`src/rtl/apb_node_pkg.sv`:
```
// Shared types for the APB node: FSM state encoding, address-rule record
// and the read data returned on decode/timeout errors.
package apb_node_pkg;

  // Widest address the rule record can hold; narrower buses zero-extend.
  localparam int unsigned RULE_AW = 64;

  typedef enum logic [2:0] {
    ST_IDLE,
    ST_SETUP,
    ST_ACCESS,
    ST_RESP,
    ST_ERR
  } apb_state_e;

  typedef struct packed {
    logic [RULE_AW-1:0] start_addr;
    logic [RULE_AW-1:0] end_addr;
  } addr_rule_t;

  localparam logic [63:0] ERR_RDATA = '0;

endpackage

```
`src/rtl/apb_node_decode.sv`:
```
// Address decoder: inclusive unsigned range match per slave, lowest index
// wins when regions overlap.
module apb_node_decode
  import apb_node_pkg::*;
#(
  parameter int unsigned NB_SLAVE       = 10,
  parameter int unsigned APB_ADDR_WIDTH = 32,
  localparam int unsigned IDX_W         = (NB_SLAVE > 1) ? $clog2(NB_SLAVE) : 1
) (
  input  logic [APB_ADDR_WIDTH-1:0] addr_i,
  input  addr_rule_t [NB_SLAVE-1:0] rules_i,
  output logic                      hit_o,
  output logic [IDX_W-1:0]          idx_o
);

  logic [RULE_AW-1:0] addr_ext;

  assign addr_ext = RULE_AW'(addr_i);

  // Priority encode the first matching region.
  always_comb begin
    hit_o = 1'b0;
    idx_o = '0;
    for (int unsigned k = 0; k < NB_SLAVE; k++) begin
      if (!hit_o && addr_ext >= rules_i[k].start_addr && addr_ext <= rules_i[k].end_addr) begin
        hit_o = 1'b1;
        idx_o = IDX_W'(k);
      end
    end
  end

endmodule

```
`src/rtl/apb_node_timeout.sv`:
```
// APB 1-to-N node with registered outputs and optional ACCESS timeout.
// Define APB_NODE_TIMEOUT_EN to enable the timeout counter; without it
// an ACCESS phase waits for the slave indefinitely.
module apb_node_timeout
  import apb_node_pkg::*;
#(
  parameter int unsigned NB_SLAVE       = 10,
  parameter int unsigned APB_ADDR_WIDTH = 32,
  parameter int unsigned APB_DATA_WIDTH = 32,
  parameter int unsigned TIMEOUT_CYCLES = 255
) (
  input  logic                                     clk,
  input  logic                                     rst_n,
  input  logic [APB_ADDR_WIDTH-1:0]                m_paddr_i,
  input  logic [APB_DATA_WIDTH-1:0]                m_pwdata_i,
  input  logic                                     m_pwrite_i,
  input  logic                                     m_psel_i,
  input  logic                                     m_penable_i,
  output logic [APB_DATA_WIDTH-1:0]                m_prdata_o,
  output logic                                     m_pready_o,
  output logic                                     m_pslverr_o,
  output logic [APB_ADDR_WIDTH-1:0]                s_paddr_o,
  output logic [APB_DATA_WIDTH-1:0]                s_pwdata_o,
  output logic                                     s_pwrite_o,
  output logic [NB_SLAVE-1:0]                      s_psel_o,
  output logic [NB_SLAVE-1:0]                      s_penable_o,
  input  logic [NB_SLAVE-1:0][APB_DATA_WIDTH-1:0]  s_prdata_i,
  input  logic [NB_SLAVE-1:0]                      s_pready_i,
  input  logic [NB_SLAVE-1:0]                      s_pslverr_i,
  input  logic [NB_SLAVE-1:0][APB_ADDR_WIDTH-1:0]  start_addr_i,
  input  logic [NB_SLAVE-1:0][APB_ADDR_WIDTH-1:0]  end_addr_i
);

  localparam int unsigned IDX_W = (NB_SLAVE > 1) ? $clog2(NB_SLAVE) : 1;

  apb_state_e                state_q, state_d;
  logic [IDX_W-1:0]          sel_q, sel_d;
  logic [APB_ADDR_WIDTH-1:0] paddr_q, paddr_d;
  logic [APB_DATA_WIDTH-1:0] pwdata_q, pwdata_d;
  logic                      pwrite_q, pwrite_d;
  logic [NB_SLAVE-1:0]       s_psel_q, s_psel_d;
  logic [NB_SLAVE-1:0]       s_penable_q, s_penable_d;
  logic [APB_DATA_WIDTH-1:0] m_prdata_q, m_prdata_d;
  logic                      m_pready_q, m_pready_d;
  logic                      m_pslverr_q, m_pslverr_d;

`ifdef APB_NODE_TIMEOUT_EN
  localparam int unsigned CNT_W = (TIMEOUT_CYCLES > 1) ? $clog2(TIMEOUT_CYCLES) : 1;
  logic [CNT_W-1:0] cnt_q, cnt_d;
`endif

  addr_rule_t [NB_SLAVE-1:0] rules;
  logic                      dec_hit;
  logic [IDX_W-1:0]          dec_idx;

  // Repack the per-slave bounds into rule records for the decoder.
  always_comb begin
    for (int unsigned k = 0; k < NB_SLAVE; k++) begin
      rules[k].start_addr = RULE_AW'(start_addr_i[k]);
      rules[k].end_addr   = RULE_AW'(end_addr_i[k]);
    end
  end

  apb_node_decode #(
    .NB_SLAVE       (NB_SLAVE),
    .APB_ADDR_WIDTH (APB_ADDR_WIDTH)
  ) u_decode (
    .addr_i  (m_paddr_i),
    .rules_i (rules),
    .hit_o   (dec_hit),
    .idx_o   (dec_idx)
  );

  // Next-state and next-output logic; outputs are derived from the next
  // state so every port comes straight from a flop.
  always_comb begin
    state_d     = state_q;
    sel_d       = sel_q;
    paddr_d     = paddr_q;
    pwdata_d    = pwdata_q;
    pwrite_d    = pwrite_q;
    m_prdata_d  = '0;
    m_pready_d  = 1'b0;
    m_pslverr_d = 1'b0;
`ifdef APB_NODE_TIMEOUT_EN
    cnt_d       = cnt_q;
`endif
    unique case (state_q)
      ST_IDLE: begin
        if (m_psel_i && !m_penable_i) begin
          paddr_d  = m_paddr_i;
          pwdata_d = m_pwdata_i;
          pwrite_d = m_pwrite_i;
          if (dec_hit) begin
            sel_d   = dec_idx;
            state_d = ST_SETUP;
          end else begin
            state_d     = ST_ERR;
            m_pready_d  = 1'b1;
            m_pslverr_d = 1'b1;
            m_prdata_d  = APB_DATA_WIDTH'(ERR_RDATA);
          end
        end
      end
      ST_SETUP: begin
        state_d = ST_ACCESS;
`ifdef APB_NODE_TIMEOUT_EN
        cnt_d   = '0;
`endif
      end
      ST_ACCESS: begin
        if (s_pready_i[sel_q]) begin
          state_d     = ST_RESP;
          m_pready_d  = 1'b1;
          m_pslverr_d = s_pslverr_i[sel_q];
          m_prdata_d  = pwrite_q ? '0 : s_prdata_i[sel_q];
        end
`ifdef APB_NODE_TIMEOUT_EN
        // cnt_q counts completed wait cycles, so this is the last allowed one.
        else if (cnt_q == CNT_W'(TIMEOUT_CYCLES - 1)) begin
          state_d     = ST_RESP;
          m_pready_d  = 1'b1;
          m_pslverr_d = 1'b1;
          m_prdata_d  = APB_DATA_WIDTH'(ERR_RDATA);
        end else begin
          cnt_d = cnt_q + 1'b1;
        end
`endif
      end
      ST_RESP, ST_ERR: state_d = ST_IDLE;
      default:         state_d = ST_IDLE;
    endcase

    s_psel_d    = '0;
    s_penable_d = '0;
    if (state_d == ST_SETUP || state_d == ST_ACCESS) s_psel_d[sel_d] = 1'b1;
    if (state_d == ST_ACCESS) s_penable_d[sel_d] = 1'b1;
  end

  // State and output registers with asynchronous clear.
  always_ff @(posedge clk or negedge rst_n) begin
    if (!rst_n) begin
      state_q     <= ST_IDLE;
      sel_q       <= '0;
      paddr_q     <= '0;
      pwdata_q    <= '0;
      pwrite_q    <= 1'b0;
      s_psel_q    <= '0;
      s_penable_q <= '0;
      m_prdata_q  <= '0;
      m_pready_q  <= 1'b0;
      m_pslverr_q <= 1'b0;
`ifdef APB_NODE_TIMEOUT_EN
      cnt_q       <= '0;
`endif
    end else begin
      state_q     <= state_d;
      sel_q       <= sel_d;
      paddr_q     <= paddr_d;
      pwdata_q    <= pwdata_d;
      pwrite_q    <= pwrite_d;
      s_psel_q    <= s_psel_d;
      s_penable_q <= s_penable_d;
      m_prdata_q  <= m_prdata_d;
      m_pready_q  <= m_pready_d;
      m_pslverr_q <= m_pslverr_d;
`ifdef APB_NODE_TIMEOUT_EN
      cnt_q       <= cnt_d;
`endif
    end
  end

  assign m_prdata_o  = m_prdata_q;
  assign m_pready_o  = m_pready_q;
  assign m_pslverr_o = m_pslverr_q;
  assign s_paddr_o   = paddr_q;
  assign s_pwdata_o  = pwdata_q;
  assign s_pwrite_o  = pwrite_q;
  assign s_psel_o    = s_psel_q;
  assign s_penable_o = s_penable_q;

endmodule

```
`config.mk`:
```
export PLATFORM = sky130hd
export DESIGN_NAME = apb_node_timeout
export DESIGN_NICKNAME = d
export VERILOG_FILES = /design/src/rtl/apb_node_pkg.sv /design/src/rtl/apb_node_decode.sv /design/src/rtl/apb_node_timeout.sv
export SDC_FILE = /design/constraint.sdc
export NUM_CORES = 1
export LEC_CHECK = 0
export CELL_PAD_IN_SITES_DETAIL_PLACEMENT = 0
export CELL_PAD_IN_SITES_GLOBAL_PLACEMENT = 2
export CORE_AREA = 8 8 447 449
export DETAILED_ROUTE_END_ITERATION = 12
export DIE_AREA = 0 0 455 457
export PLACE_DENSITY = 0.52
export SLEW_MARGIN = 20
export SYNTH_ARGS = -nofsm -noshare
export SYNTH_HDL_FRONTEND = slang
export SYNTH_HIERARCHICAL = 1
export SYNTH_SLANG_ARGS = --single-unit
export TNS_END_PERCENT = 1
```
`constraint.sdc`:
```
create_clock -name clk -period 1.9 [get_ports clk]
set_input_delay 0.285 -clock clk [delete_from_list [all_inputs] [get_ports clk]]
set_output_delay 0.285 -clock clk [all_outputs]
set_load 0.05 [all_outputs]
```
==> flow_metrics.env, run 1 <==
export IMPL_outcome="finished with violations"
export IMPL_violations="negative setup slack"
export IMPL_antenna_left=0
export IMPL_antenna_found_initial=96
export IMPL_avgViaCountPerCell=3.85
export IMPL_finalCritPeriodShare_pct=197
export IMPL_wl_um=209000
export IMPL_max_slew_margin_pct=55.2
export IMPL_row_count=162
export IMPL_ir_worst_vdd_mv=0.667
export IMPL_holdPathStages=2
export IMPL_skew_ps=12.7
export IMPL_grt_busiest_layer="met2"
export IMPL_cellLeakagePower_nw=23.5
export IMPL_finish_utilization_pct=24.5
export IMPL_tightest_slew_ps=672
export IMPL_die_y_um=457
export IMPL_use_met3_pct=3.17
export IMPL_cp_slowest_stage_delay_ps=430
export IMPL_async_flop_share_pct=100
export IMPL_r2r_end="m_pready_o"
export IMPL_worst_path_buf_inv=8
export IMPL_crit_path_cell_trace="buf_2, buf_4, buf_4, ha_1, nand2_1, nor4_1, buf_4, a221oi_1, o21ai_1, buf_4, a221oi_2, buf_4, o31ai_4, o31ai_4, nor4_4, nand2_1, nand3b_1, buf_6, buf_12, mux2i_4, nor4_2"
export IMPL_cts_sinks=126
export IMPL_synth_seq_cells=126
export IMPL_crit_top_cell="buf_4"
export IMPL_nets=6870
export IMPL_r2r_slack_ps=-410
export IMPL_crit_path_top_delay_cell="nor4_1"
export IMPL_clock_root_buffer="clkbuf_16"
export IMPL_routabilityCongestion=0.917
export IMPL_clock_latency_ps=460
export IMPL_setup_viol=60
export IMPL_p_per_area_mw_per_mm2=456
export IMPL_critPathCapture="s_penable_o[1]"
export IMPL_critPathMaxFanout=11
export IMPL_r2r_start="sel_q[0]"
export IMPL_synth_main_ff_cell="dfrtp_1"
export IMPL_switching_share_pct=47.8
export IMPL_clockBufferDepth=2
export IMPL_fill_cells=21300
export IMPL_start_util_pct=12.9
export IMPL_multi_input_area_mm2=0.0226
export IMPL_layout_drive_gt1_share_pct=17.8
export IMPL_io_pins=1168
export IMPL_regArea_mm2=0.00316
export IMPL_crit_type="input pin to flop"
export IMPL_cap_violations=0
export IMPL_comb_power_share_pct=65.8
export IMPL_fmax_mhz=267
export IMPL_ys_warn_count=6
export IMPL_cts_htree_levels=4
export IMPL_critPathRequiredTime_ps=2210
export IMPL_core_area_mm2=0.193
export IMPL_p_switching_mw=10.3
export IMPL_path_depth=21
export IMPL_path_clk_slew_ps=70
export IMPL_grt_pass1_wl_um=275000
export IMPL_vias=29900
export IMPL_dieArea_mm2=0.208
export IMPL_syn_to_final_growth_pct=89.2
export IMPL_track_usage_pct=19.3
export IMPL_r2r_cells=5
export IMPL_instances_no_fill=7762
export IMPL_setup_ws_ps=-1840
export IMPL_mostFrequentLayoutCells="1,008 x clkdlybuf4s50_1, 640 x conb_1, 637 x inv_1, 627 x ha_1, 461 x buf_4"
export IMPL_p_total_mw=21.6
export IMPL_overflow=0
export IMPL_cell_internal_pwr_mw=11.3
export IMPL_mappedNetlistArea_mm2=0.0250
export IMPL_rsz0062_at_grt="true"
export IMPL_drc=0
export IMPL_dp_cells=7682
export IMPL_ys_seq_area_share_pct=12.6
export IMPL_cp_startpoint="m_paddr_i[23]"
export IMPL_hold_class="input pin to flop"
export IMPL_synth_edf_count=0
export IMPL_avgSynthCellArea_um2=8.41
export IMPL_start_kind="input pin"
export IMPL_io_buffer_count=1167
export IMPL_drtPass1Iterations=5
export IMPL_grt_util_met1_pct=24.9
export IMPL_endpoint_kind="flop"
export IMPL_numCtsBuffers=17
export IMPL_cpLargestDelayFamily="buffers and inverters"
export IMPL_hp_start="m_paddr_i[0]"
export IMPL_cp_arrival_ps=4050
export IMPL_ys_types=80
export IMPL_first_iter_violations=1302
export IMPL_cts_tree="built"
export IMPL_pwr_share_clk_pct=16.0
export IMPL_period_needed_ps=3740
export IMPL_post_dp_hpwl_um=188000
export IMPL_wl_per_cell_um=26.9
export IMPL_grt_max_degree=50
export IMPL_grt_pass1_vias=31300
export IMPL_grt_use_met2_pct=33.9
export IMPL_seq_power_share_pct=18.2
export IMPL_hold_viol_final=0
export IMPL_maxSlewViolCount=0
export IMPL_fp_dieW_um=455
export IMPL_synth_cells=2974
export IMPL_final_common_cell="clkdlybuf4s50_1"
-- cells by family after synthesis --
| kind of cell | Yosys count | share of synthesized area, % |
|---|---|---|
| other cells | 1 | 0.0150 |
| compound gates | 608 | 16.4 |
| buf+inv | 693 | 10.7 |
| simple gates | 693 | 16.1 |
| fa+ha+maj | 640 | 32.0 |
| flops | 126 | 12.6 |
| mux | 213 | 12.2 |
-- worst min-delay path by stage --
stage	endpoint	slack [ps]
after CTS	s_paddr_o[0]	160
after global placement	m_prdata_o[6]	170
after floorplan	m_prdata_o[0]	-10
after detailed placement	s_paddr_o[15]	180
after global routing	s_paddr_o[0]	70
final	s_paddr_o[0]	90
-- cell usage after synthesis (66+ instances only) --
library cell	count	area [um2]
nand4_1	146	913
dfrtp_1	126	3150
mux4_2	66	1490
o21ai_0	69	345
nor2_1	85	319
ha_1	640	8010
a21oi_1	165	826
mux2i_1	74	741
inv_1	642	2410
nand2_1	86	323
nor4_1	186	1160
mux2_2	73	822
a21o_1	134	1010
-- layer usage --
| layer | vias to the layer above | routed length [um] |
|---|---|---|
| met4 | 34 | 4330 |
| met3 | 230 | 10000 |
| li1 | 14800 | - |
| met2 | 872 | 102000 |
| met5 | - | 203 |
| met1 | 14000 | 92900 |
-- stage by stage --
stage	TNS (ps)	setup WS, ps	hold WS, ps	instance area, um2
floorplan	-41830	-1590	-10.6	27500
global placement	-116390	-3600	170	45400
detailed placement	-108890	-3340	176	45400
CTS	-60290	-2140	157	46500
global route	-58390	-1970	71.4	47300
finish	-53190	-1840	94.1	47300
-- final cells by class --
| class | instances | area share (%) |
|---|---|---|
| tap | 2542 | 6.72 |
| inverter | 642 | 5.10 |
| clock buffer | 17 | 0.899 |
| clock inverter | 15 | 0.360 |
| antenna | 26 | 0.138 |
| multi-input combinational | 2795 | 47.8 |
| sequential | 126 | 6.69 |
| timing repair buffer | 1599 | 32.3 |
-- registers in the layout, indices dropped and copies added (netlist names) --
name / flops
s_paddr_o: 32
s_pwdata_o: 32
s_penable_o: 10
m_prdata_o: 32
m_pready_o: 1
sel_q: 4
s_pwrite_o: 1
m_pslverr_o: 1
state_q: 3
s_psel_o: 10
-- power groups by stage --
stage | clock network [mW] | registers, mW | logic (mW)
global placement | 0 | 3.94 | 14.0
CTS | 3.59 | 3.94 | 14.1
global route | 3.68 | 4.04 | 15.2
finish | 3.45 | 3.93 | 14.2
detailed placement | 0 | 3.98 | 14.0
floorplan | 0 | 6.68 | 3.77
-- what timing repair did --
action	in CTS	in global routing
endpoints found under the setup margin	73	60
gates resized for setup	93	141
hold buffers	1	0
endpoints found under the hold margin	26	0
pin swaps	46	69
cloned	1	1
setup buffers	19	3
-- worst register-to-register path, stage by stage (launching register included) --
cell and delay, ps:
dfrtp_4 590, mux4_2 720, a211oi_2 300, a211oi_2 70, buf_4 220, or2_2 310
Power figures use the tool's default switching activity.
==> run 2, diff against run 1 <==
--- a/config.mk
+++ b/config.mk
@@ -7,10 +7,11 @@
 export LEC_CHECK = 0
 export CELL_PAD_IN_SITES_DETAIL_PLACEMENT = 0
 export CELL_PAD_IN_SITES_GLOBAL_PLACEMENT = 2
-export CORE_AREA = 8 8 447 449
+export CORE_AREA = 2 2 454 456
 export DETAILED_ROUTE_END_ITERATION = 12
-export DIE_AREA = 0 0 455 457
-export PLACE_DENSITY = 0.52
+export DIE_AREA = 0 0 456 458
+export PLACE_DENSITY = 0.5
+export SETUP_SLACK_MARGIN = 0.2
 export SLEW_MARGIN = 20
 export SYNTH_ARGS = -nofsm -noshare
 export SYNTH_HDL_FRONTEND = slang
==> run 2 against run 1 <==
- the run still ends with negative setup slack left
- fmax grew 1.8%
- first-iteration DRC count is 2.5% higher
- core utilization shrank 0.46 points
- sequential power increased by 3%
- sequential cell count stayed put
- final cell count grew 3.2%
- critical path depth down 3
- critical endpoint is now s_psel_o[7]
- highest routed layer unchanged
==> flow_metrics.env, run 2 (synthesized netlist as in run 1, its figures left out) <==
export IMPL_syn_to_final_growth_pct=95.8
export IMPL_setup_ws_ps=-1770
export IMPL_grt_max_degree=50
export IMPL_r2r_cells=6
export IMPL_numCtsBuffers=17
export IMPL_critPathRequiredTime_ps=2260
export IMPL_fin_tns_setup_ps=-53750
export IMPL_critPathCapture="s_psel_o[7]"
export IMPL_avgViaCountPerCell=3.79
export IMPL_drc=0
export IMPL_wl_um=212000
export IMPL_p_per_area_mw_per_mm2=446
export IMPL_routabilityCongestion=0.931
export IMPL_path_depth=18
export IMPL_dieArea_mm2=0.209
export IMPL_clock_root_buffer="clkbuf_16"
export IMPL_cellLeakagePower_nw=24.2
export IMPL_first_iter_violations=1335
export IMPL_maxSlewViolCount=0
export IMPL_start_util_pct=12.3
export IMPL_io_buffer_count=1167
export IMPL_antenna_left=0
export IMPL_cap_violations=0
export IMPL_fmax_mhz=272
export IMPL_setup_viol=60
export IMPL_antenna_found_initial=103
export IMPL_cp_startpoint="end_addr_i[287]"
export IMPL_die_y_um=458
export IMPL_final_common_cell="clkdlybuf4s50_1"
export IMPL_rsz0062_at_grt="true"
export IMPL_tightest_slew_ps=679
export IMPL_max_slew_margin_pct=54.5
export IMPL_mostFrequentLayoutCells="960 x clkdlybuf4s50_1, 640 x conb_1, 621 x inv_1, 609 x ha_1, 541 x buf_4"
export IMPL_grt_pass1_wl_um=278000
export IMPL_violations="negative setup slack"
export IMPL_core_area_mm2=0.204
export IMPL_post_dp_hpwl_um=193000
export IMPL_wl_per_cell_um=26.5
export IMPL_crit_type="input pin to flop"
export IMPL_worst_path_buf_inv=6
export IMPL_cpLargestDelayFamily="compound AO/OA/AOI/OAI gates"
export IMPL_endpoint_kind="flop"
export IMPL_crit_path_top_delay_cell="clkdlybuf4s50_1"
export IMPL_skew_ps=7.90
export IMPL_hold_viol_final=0
export IMPL_dp_cells=7922
export IMPL_fp_dieW_um=456
export IMPL_clock_latency_ps=460
export IMPL_ir_worst_vdd_mv=0.692
export IMPL_critPathMaxFanout=4
export IMPL_row_count=166
export IMPL_layout_drive_gt1_share_pct=20.7
export IMPL_finalCritPeriodShare_pct=193
export IMPL_overflow=0
export IMPL_hold_class="input pin to flop"
export IMPL_cp_arrival_ps=4040
export IMPL_grt_pass1_vias=30900
export IMPL_cts_tree="built"
export IMPL_clockBufferDepth=2
export IMPL_r2r_slack_ps=-410
export IMPL_cts_sinks=126
export IMPL_nets=6973
export IMPL_start_kind="input pin"
export IMPL_path_clk_slew_ps=70
export IMPL_cp_slowest_stage_delay_ps=520
export IMPL_outcome="finished with violations"
export IMPL_track_usage_pct=19.7
export IMPL_crit_path_cell_trace="clkdlybuf4s50_1, inv_2, ha_4, nand3_4, nor3_4, buf_6, and4_4, buf_4, a211oi_2, o32a_1, o311a_1, o311a_4, a211oi_4, buf_6, buf_4, nand2_1, mux2_4, nor4_4"
export IMPL_io_pins=1168
export IMPL_drtPass1Iterations=5
export IMPL_r2r_start="sel_q[0]"
export IMPL_r2r_end="m_pslverr_o"
export IMPL_cts_htree_levels=4
export IMPL_period_needed_ps=3670
export IMPL_vias=30300
export IMPL_instances_no_fill=8013
export IMPL_holdPathStages=2
==> run 2: cell count changes in the layout (fill, tap and decap cells not counted), sizes merged, moves of 2 or more <==
cell,previous run,this run
buf,567,671
diode,26,28
clkinv,7,4
clkdlybuf4s50,1008,960
clkdlybuf4s15,0,6
dlymetal6s2s,7,12
dlygate4sd2,13,52
==> run 2: metal layers <==
| layer | wire (um) | track usage (%) | part of all wire [%] | vias up |
|---|---|---|---|---|
| met5 | 210 | 0 | 0.099 | - |
| met4 | 3700 | 4.04 | 1.7 | 34 |
| met3 | 7660 | 2.65 | 3.6 | 204 |
| met2 | 106000 | 34.6 | 50 | 729 |
| met1 | 95100 | 25.4 | 45 | 14400 |
| li1 | - | - | - | 15000 |
==> run 2: power by group <==
group	internal, mW	switching [mW]
registers	3.48	0.558
clock network	1.80	1.57
logic	6.25	8.17
total	11.5	10.3
==> run 2: area by class of cell <==
| class | instances | area [um2] |
|---|---|---|
| clock inverters | 12 | 100 |
| inverters | 642 | 2410 |
| flip-flops and latches | 126 | 3160 |
| fillers | 22400 | 155000 |
| diodes | 28 | 70.1 |
| clock buffers | 20 | 467 |
| repair buffers | 1703 | 16400 |
| multi-input cells | 2794 | 23000 |
| well taps | 2688 | 3360 |
==> run 2: worst reg2reg max path, stage by stage, from the launching register on <==
cell and delay [ps]:
dfrtp_4 580, buf_8 260, mux4_2 590, nand3b_1 110, o2111ai_1 260, buf_4 250, a21o_1 160
==> run 2: repair_timing <==
| action | CTS | global route |
|---|---|---|
| endpoints found under the hold margin | 73 | 0 |
| buffers inserted | 21 | 8 |
| endpoints found under the setup margin | 75 | 118 |
| pin swaps | 73 | 67 |
| hold buffers | 1 | 0 |
| cloned | 1 | 0 |
| resized for setup | 262 | 90 |
==> run 2: worst min-delay path by stage <==
stage                      start             end  slack [ps]
floorplan                  rst_n   m_prdata_o[0]         -10
global placement           rst_n  m_prdata_o[22]         160
detailed placement         rst_n  m_prdata_o[22]         160
CTS                 m_paddr_i[0]    s_paddr_o[0]          30
global route        m_paddr_i[0]    s_paddr_o[0]          40
finish              m_paddr_i[0]    s_paddr_o[0]          60
==> run 2: metrics by stage <==
| stage | instance area, um2 | setup slack [ps] | util (%) | hold WS (ps) | power [mW] |
|---|---|---|---|---|---|
| final | 49000 | -1770 | 24.0 | 60.7 | 21.8 |
| after CTS | 48400 | -1760 | 23.7 | 28.3 | 21.9 |
| after detailed placement | 46600 | -3060 | 22.9 | 158 | 18.2 |
| after global placement | 46600 | -3250 | 22.9 | 158 | 18.2 |
| after global routing | 48900 | -1880 | 24.0 | 42.3 | 23.1 |
| after floorplan | 27500 | -1590 | - | -10.6 | 10.4 |
==> run 3, diff against run 2 <==
--- a/config.mk
+++ b/config.mk
@@ -12,6 +12,7 @@
 export DIE_AREA = 0 0 456 458
 export PLACE_DENSITY = 0.5
 export SETUP_SLACK_MARGIN = 0.2
+export SKIP_LAST_GASP = 1
 export SLEW_MARGIN = 20
 export SYNTH_ARGS = -nofsm -noshare
 export SYNTH_HDL_FRONTEND = slang
==> run 3 against run 2 <==
- the run still ends with negative setup slack left
- first-iteration DRC count rose by 8.3%
- non-clock buffer count fell by 2
- core utilization fell by 0.097 points
- combinational power barely moved
- die area did not move
- global-route usage barely moved
- via count rose by 0.25%
- sequential power barely moved
- critical path depth rose by 1
- cell area fell by 0.40%
==> flow_metrics.env, run 3 (synthesized netlist as in run 1, its figures left out) <==
export IMPL_pwr_share_clk_pct=15.5
export IMPL_crit_path_cell_trace="clkdlybuf4s50_1, inv_1, ha_1, a211oi_2, o21ai_1, o2111a_1, nor4b_2, buf_4, o221ai_1, a311o_2, o21ai_4, nor4_4, nand2_1, nand3b_1, buf_4, buf_12, mux2i_4, buf_4, nor4_1"
export IMPL_core_area_mm2=0.204
export IMPL_comb_power_share_pct=66.0
export IMPL_cts_htree_levels=4
export IMPL_r2r_slack_ps=-530
export IMPL_crit_type="input pin to flop"
export IMPL_violations="negative setup slack"
export IMPL_dr_wl_met3_um=7860
export IMPL_avgViaCountPerCell=3.80
export IMPL_drt_met1_wl_um=94900
export IMPL_dieArea_mm2=0.209
export IMPL_rsz0062_at_grt="true"
export IMPL_fin_tns_setup_ps=-56320
export IMPL_fp_dieW_um=456
export IMPL_final_common_cell="clkdlybuf4s50_1"
export IMPL_holdPathEnd="s_paddr_o[0]"
export IMPL_syn_to_final_growth_pct=95.0
export IMPL_antenna_left=0
export IMPL_cell_internal_pwr_mw=11.6
export IMPL_cp_arrival_ps=4070
export IMPL_fmax_mhz=269
export IMPL_nets=6971
export IMPL_place_area_mm2=0.0466
export IMPL_final_area_mm2=0.0488
export IMPL_drtPass1Iterations=5
export IMPL_track_usage_pct=19.7
export IMPL_overflow=0
export IMPL_row_count=166
export IMPL_critPathMaxFanout=5
export IMPL_wl_per_cell_um=26.5
export IMPL_p_switching_mw=10.3
export IMPL_cts_tree="built"
export IMPL_wl_um=212000
export IMPL_vias=30400
export IMPL_setup_ws_ps=-1820
export IMPL_start_util_pct=12.3
export IMPL_cts_sinks=126
export IMPL_period_needed_ps=3720
export IMPL_start_kind="input pin"
export IMPL_cp_slowest_stage_delay_ps=520
export IMPL_hp_start="m_paddr_i[0]"
export IMPL_grt_pass1_vias=30900
export IMPL_routabilityCongestion=0.931
export IMPL_instances_no_fill=8015
export IMPL_first_iter_violations=1446
export IMPL_clockBufferDepth=2
export IMPL_io_buffer_count=1167
export IMPL_crit_top_cell="buf_4"
export IMPL_r2r_cells=6
export IMPL_layout_drive_gt1_share_pct=20.2
export IMPL_cap_violations=0
export IMPL_place_ws_ps=-3060
export IMPL_grt_pass1_wl_um=278000
export IMPL_setup_viol=70
export IMPL_skew_ps=9.29
export IMPL_tightest_slew_ps=635
export IMPL_antenna_found_initial=102
export IMPL_switching_share_pct=47.0
export IMPL_wl_met2_um=105000
export IMPL_cpLargestDelayFamily="compound AO/OA/AOI/OAI gates"
export IMPL_route_top_layer_used="met5"
export IMPL_critPathRequiredTime_ps=2250
export IMPL_r2r_end="m_pslverr_o"
export IMPL_maxSlewViolCount=0
export IMPL_p_per_area_mw_per_mm2=448
export IMPL_hold_viol_final=0
export IMPL_die_y_um=458
export IMPL_holdPathStages=2
export IMPL_grt_max_degree=50
export IMPL_clock_root_buffer="clkbuf_16"
export IMPL_dp_cells=7922
export IMPL_endpoint_kind="flop"
export IMPL_hold_class="input pin to flop"
export IMPL_drc=0
export IMPL_r2r_start="sel_q[0]"
export IMPL_numCtsBuffers=17
export IMPL_max_slew_margin_pct=57.5
export IMPL_path_clk_slew_ps=70
export IMPL_seq_power_share_pct=18.5
export IMPL_io_pins=1168
export IMPL_ir_worst_vdd_mv=0.677
export IMPL_clock_latency_ps=460
export IMPL_outcome="finished with violations"
export IMPL_finalCritPeriodShare_pct=196
export IMPL_cellLeakagePower_nw=24.1
export IMPL_worst_path_buf_inv=6
export IMPL_post_dp_hpwl_um=193000
export IMPL_crit_path_top_delay_cell="a311o_2"
export IMPL_mostFrequentLayoutCells="982 x clkdlybuf4s50_1, 640 x conb_1, 627 x inv_1, 614 x ha_1, 549 x buf_4"
run 3: changes by cell type in the layout (fill, tap and decap cells not counted), sizes merged:
cell	previous run	this run
dlygate4sd2	52	34
clkdlybuf4s50	960	982
clkbuf	20	21
diode	28	32
buf	671	668
dlymetal6s2s	12	11
clkdlybuf4s15	6	3
run 3: stage by stage:
step	utilization [%]	total power, mW	hold WS [ps]
after floorplan	-	10.4	-10.6
after global placement	22.9	18.2	158
after detailed placement	22.9	18.2	158
after CTS	23.7	21.9	34.4
after global routing	23.9	23.1	42.3
final	23.9	21.8	63.1
run 3: how the worst max path moves through the flow:
stage	from	to	slack, ps	cells after the start
after global routing	end_addr_i[145]	s_psel_o[7]	-1920	19
final	end_addr_i[137]	s_penable_o[5]	-1820	19
after floorplan	m_paddr_i[0]	s_penable_o[9]	-1590	15
after CTS	m_paddr_i[0]	s_psel_o[9]	-1770	18
after detailed placement	start_addr_i[45]	s_psel_o[8]	-3060	16
after global placement	start_addr_i[125]	s_penable_o[3]	-3250	17
run 3: worst reg2reg max path: cells and delay by family, from the launching register on:
family / cells / cell delay, ps
buffers and inverters: 2 / 610
muxes: 1 / 610
AOI/OAI and AO/OA: 2 / 410
DFF: 1 / 570
and+or+nand+nor: 1 / 110
run 3: layout make-up:
type / count / area, um2
diodes: 32 / 80.1
clock buffers: 20 / 467
clock inverters: 12 / 100
fillers: 22400 / 155000
inverters: 642 / 2410
multi-input cells: 2794 / 22800
flip-flops and latches: 126 / 3160
well taps: 2688 / 3360
repair buffers: 1701 / 16300
run 3: repair_timing:
item | 4_1_cts | 5_1_grt
gates cloned | 1 | 0
resized for setup | 217 | 62
endpoints found under the hold margin | 73 | 0
pin swaps | 66 | 47
hold buffers | 1 | 0
setup endpoints to repair | 75 | 130
setup buffers | 21 | 6
run 3: metal layers:
layer / vias to the layer above / track usage, %
met1: 14400 / 25.4
li1: 15000 / -
met2: 749 / 34.6
met4: 32 / 4.07
met3: 210 / 2.65
met5: - / 0
run 3: power by group through the flow:
stage	registers [mW]	clock network, mW	logic, mW
floorplan	6.68	0	3.77
global placement	4.03	0	14.2
detailed placement	4.05	0	14.2
CTS	4.01	3.45	14.5
global route	4.12	3.55	15.4
finish	4.04	3.38	14.4
